File: config.mk
export PLATFORM = sky130hd
export DESIGN_NAME = axi8_stream_register
export DESIGN_NICKNAME = d
export VERILOG_FILES = /design/src/rtl/axi8_stream_register_pkg.sv /design/src/rtl/axis_skid_buffer.sv /design/src/rtl/axi8_stream_register.sv
export SDC_FILE = /design/constraint.sdc
export NUM_CORES = 1
export LEC_CHECK = 0
export ABC_CLOCK_PERIOD_IN_PS = 4019
export CORE_UTILIZATION = 50
export DETAILED_ROUTE_END_ITERATION = 16
export PLACE_DENSITY_LB_ADDON = 0.1
export SYNTH_ARGS = -nofsm -noshare
export SYNTH_HDL_FRONTEND = slang
export SYNTH_SLANG_ARGS = --single-unit
File: constraint.sdc
create_clock -name clk -period 4.02 [get_ports clk]
set_clock_uncertainty 0.05 [all_clocks]
set_input_delay 0.603 -clock clk [delete_from_list [all_inputs] [get_ports clk]]
set_output_delay 0.603 -clock clk [all_outputs]
set_load 0.02 [all_outputs]
File: src/rtl/axi8_stream_register_pkg.sv
// Shared types for the 8-bit stream register slice.
// Holds the beat record (payload + last flag) and the default width.
package axi8_stream_register_pkg;

   localparam int DATA_W = 8;

   typedef struct packed {
      logic [DATA_W-1:0] data;
      logic              last;
   } beat_t;

endpackage

File: src/rtl/axis_skid_buffer.sv
// Generic two-entry skid slice: output register plus one skid register.
// Ports: in_data/in_valid/in_ready upstream, out_data/out_valid/out_ready down.
module axis_skid_buffer
   import axi8_stream_register_pkg::*;
#(
   parameter int W = 9
) (
   input  logic         clk,
   input  logic         rst,
   input  logic [W-1:0] in_data,
   input  logic         in_valid,
   output logic         in_ready,
   output logic [W-1:0] out_data,
   output logic         out_valid,
   input  logic         out_ready
);

   logic [W-1:0] skid_data;
   logic         skid_valid;
   logic         out_load;
   logic         in_xfer;

   // in_ready comes straight from a flop, so no comb path to out_ready.
   assign in_ready = !skid_valid;
   assign in_xfer  = in_valid && in_ready;
   assign out_load = !out_valid || out_ready;

   always_ff @(posedge clk or negedge rst) begin
      if (!rst) begin
         out_data   <= '0;
         out_valid  <= 1'b0;
         skid_data  <= '0;
         skid_valid <= 1'b0;
      end else if (out_load) begin
         if (skid_valid) begin
            out_data   <= skid_data;
            out_valid  <= 1'b1;
            skid_valid <= 1'b0;
         end else if (in_xfer) begin
            out_data  <= in_data;
            out_valid <= 1'b1;
         end else begin
            out_valid <= 1'b0;
         end
      end else if (in_xfer) begin
         // output stalled: park the beat that was already in flight
         skid_data  <= in_data;
         skid_valid <= 1'b1;
      end
   end

endmodule

File: src/rtl/axi8_stream_register.sv
// 8-bit stream register slice with fixed-length packet framing.
// Ports: data_in/m_valid/m_ready/m_last upstream; s_data/s_valid/s_ready/s_last downstream.
module axi8_stream_register
   import axi8_stream_register_pkg::*;
#(
   parameter int DATA_WIDTH = DATA_W,
   parameter int PACKET_LEN = 4
) (
   input  logic                  clk,
   input  logic                  rst,
   input  logic [DATA_WIDTH-1:0] data_in,
   input  logic                  m_valid,
   output logic                  m_ready,
   output logic                  m_last,
   output logic [DATA_WIDTH-1:0] s_data,
   output logic                  s_valid,
   input  logic                  s_ready,
   output logic                  s_last
);

   localparam int CW = (PACKET_LEN > 1) ? $clog2(PACKET_LEN) : 1;
   localparam logic [CW-1:0] LAST_IDX = CW'(PACKET_LEN - 1);
   localparam logic [CW-1:0] ONE = CW'(1);

   logic [CW-1:0] count;
   logic          last_q;
   logic          accept;
   beat_t         in_beat;
   beat_t         out_beat;

   assign accept = m_valid && m_ready;

   // last_q mirrors (count == LAST_IDX) as a flop so m_last is registered
   always_ff @(posedge clk or negedge rst) begin
      if (!rst) begin
         count  <= '0;
         last_q <= (LAST_IDX == '0);
      end else if (accept) begin
         if (count == LAST_IDX) begin
            count  <= '0;
            last_q <= (LAST_IDX == '0);
         end else begin
            count  <= count + ONE;
            last_q <= ((count + ONE) == LAST_IDX);
         end
      end
   end

   assign m_last       = last_q;
   assign in_beat.data = data_in;
   assign in_beat.last = last_q;

   axis_skid_buffer #(
      .W($bits(beat_t))
   ) u_skid (
      .clk      (clk),
      .rst      (rst),
      .in_data  (in_beat),
      .in_valid (m_valid),
      .in_ready (m_ready),
      .out_data (out_beat),
      .out_valid(s_valid),
      .out_ready(s_ready)
   );

   assign s_data = out_beat.data;
   assign s_last = out_beat.last;

endmodule

==> reports/results.ini <==
[sta]
slew_headroom_pct=31.9
worst_pin_slew_ns=1.02
min_period_ns=2.37
timing.hold.ws_ns=0.453
max_freq_ghz=0.422
setup_viol=0
fin_crit_sh_pct=58.9
maxSlewViolCount=0
tns_ns=0
rsz0062_at_grt=false
finalHoldViolations=0

[cells_and_area]
syn2layout_area_growth_pct=24.4
seqCellArea_um2=576
fillers=156
design_area_um2=1370
multi_input_area_um2=492
nNetsFinal=108
final_layout_size_suffix_gt1_share_pct=35.5
diodes=0
layout.cells.non_filler=120

[routing]
ant_nets=0
firstDrtPassIters=2
drt-vias-per-instance=4.96
totalWireLength_mm=1.69
drt-initial-drc-count=1
drt-wirelength-per-cell_um=14.1
drc_errors=0
dr_total_vias=595

[global_route]
grt_pass1_vias=621
track_usage_pct=17.4
grt_max_degree=24
grt_pass1_wl_mm=2.93
grt_antenna_before_repair=0
grt-ovfl-total=0

[placed_design]
place_area_um2=1340
gp_congestion=0.690
post-dp-hpwl_mm=1.22
port_buffers=23
dp.cells=116

[clock_network]
post_cts_buffers=0
cts.hold.buffers_added=0
clkTransAtPathRegs_ns=0.12
clockRootBuffer=clkbuf_4
clockBufferDepth=2
htreeDepth=1
cts_buffers=3
cts_tree=built
insertion_delay_ns=0.31
cts.sinks=23
cts-resized-gates=0

[synth]
yosysMostFrequentCell=dfrtp_1
synth_warnings=0
ys_ff_latch=23
syn_nets=82
netlist.area_leader.share_pct=52.5
netlist_instances=68
synth.cell_area_um2=1100
async_reset_ff_share_pct=100
yosysUniqueCellTypes=15
ys_seq_area_share_pct=52.5
synthTopCellsByArea=dfrtp_1, mux2_4, mux2_2, nand2b_4, ha_1
post-synth-top-area-cell=dfrtp_1
yosys_most_used_dff=dfrtp_1
syn_area_per_cell_um2=16.1
netlist_top_cells_count=dfrtp_1, mux2_4, mux2_2
synth_edf_count=0

[outcome]
outcome=finished, final reports clean

[worst_hold_path]
hp-class=flip-flop to flip-flop

[setup_path]
start_kind=flip-flop
startpoint=u_skid.skid_valid
cp.required_ns=3.37
cp_max_fo=13
r2r_start=u_skid.skid_valid
worstPathArrival_ns=1.71
rrSetupSlack_ns=2.17
r2r_cells=2
cp-end-kind=primary output
r2r-end=u_skid.out_data[7]
endpoint=m_ready
worstSetupPathType=flip-flop to primary output

[job]
maxCapViolCount=0

[die]
fp.dieW_um=48.8
die_h_um=48.8
coreArea_um2=2020
initial_utilization_pct=54.3
rows=16
fp.dieArea_um2=2390
io_pins=24

[power]
power_density_nw_per_um2=506
irDropWorstVdd_v=0.000298
total_leakage_power_nw=0.630

[registers in the layout (all words and copies together) (netlist names)]
register,cells
u_skid.out_data,9
u_skid.skid_data,9
count,2
m_last,1
u_skid.out_valid,1
u_skid.skid_valid,1
[through the flow]
step	setup slack (ns)	util, %	power, mW
finish	1.65	67.5	0.691
global route	1.53	67.5	0.732
CTS	1.62	67.5	0.704
detailed placement	1.74	66.2	0.594
global placement	1.77	66.2	0.583
floorplan	2.52	-	0.494
[critical path, cell delays in order, from the launching register on]
cell and delay (ns):
dfrtp_1 0.76, inv_1 0.08, clkdlybuf4s50_1 0.56
[cell type report]
| class | instances | share of cell area, % |
|---|---|---|
| flip-flops and latches | 23 | 42.2 |
| multi-input cells | 41 | 36.0 |
| inverters | 2 | 0.550 |
| repair buffers | 23 | 16.9 |
| well taps | 27 | 2.47 |
| clock buffers | 4 | 1.92 |
[kinds of logic after synthesis]
logic type | count (synthesis) | share of synthesized area (%)
flops | 23 | 52.5
compound gates | 3 | 1.82
fa+ha+maj | 2 | 2.28
buf+inv | 4 | 2.74
mux | 28 | 34.5
simple gates | 8 | 6.16
[worst min-delay path by stage]
stage                                    from  slack (ns)  cells past startpoint                  end
final                     u_skid.skid_data[0]        0.45                      1  u_skid.skid_data[0]
after global routing      u_skid.skid_data[0]        0.47                      1  u_skid.skid_data[0]
after CTS                 u_skid.skid_data[0]        0.45                      1  u_skid.skid_data[0]
after detailed placement  u_skid.skid_data[0]        0.42                      1  u_skid.skid_data[0]
after global placement    u_skid.skid_data[0]        0.41                      1  u_skid.skid_data[0]
after floorplan                           rst        0.26                      0             count[0]
[power by group]
| group | total, mW | internal (mW) | switching (mW) |
|---|---|---|---|
| Clock | 0.107 | 0.0388 | 0.0681 |
| Combinational | 0.245 | 0.151 | 0.0936 |
| Sequential | 0.339 | 0.294 | 0.0446 |
[metal layers]
metal	global-route usage, %	part of all wire, %	up-vias
met5	0	0	-
met4	11.8	2.7	0
met3	4.36	4.8	4
met2	26.6	46	18
met1	21.8	46	291
li1	-	-	282
[cells in the final DEF, fill, tap and decap left out]
| cell | n |
|---|---|
| dfrtp_1 | 23 |
| clkdlybuf4s50_1 | 23 |
| mux2_4 | 17 |
| mux2_2 | 10 |
| clkbuf_4 | 3 |
| inv_1 | 2 |
| nand2b_4 | 2 |
| nor2_1 | 2 |
| nand2_1 | 2 |
| ha_1 | 2 |
| nor2_8 | 1 |
| o21a_1 | 1 |
| mux2_1 | 1 |
| o21ai_0 | 1 |
| nor3_1 | 1 |
| a21o_1 | 1 |
| clkbuf_1 | 1 |
(Power assumes the default switching activity.)
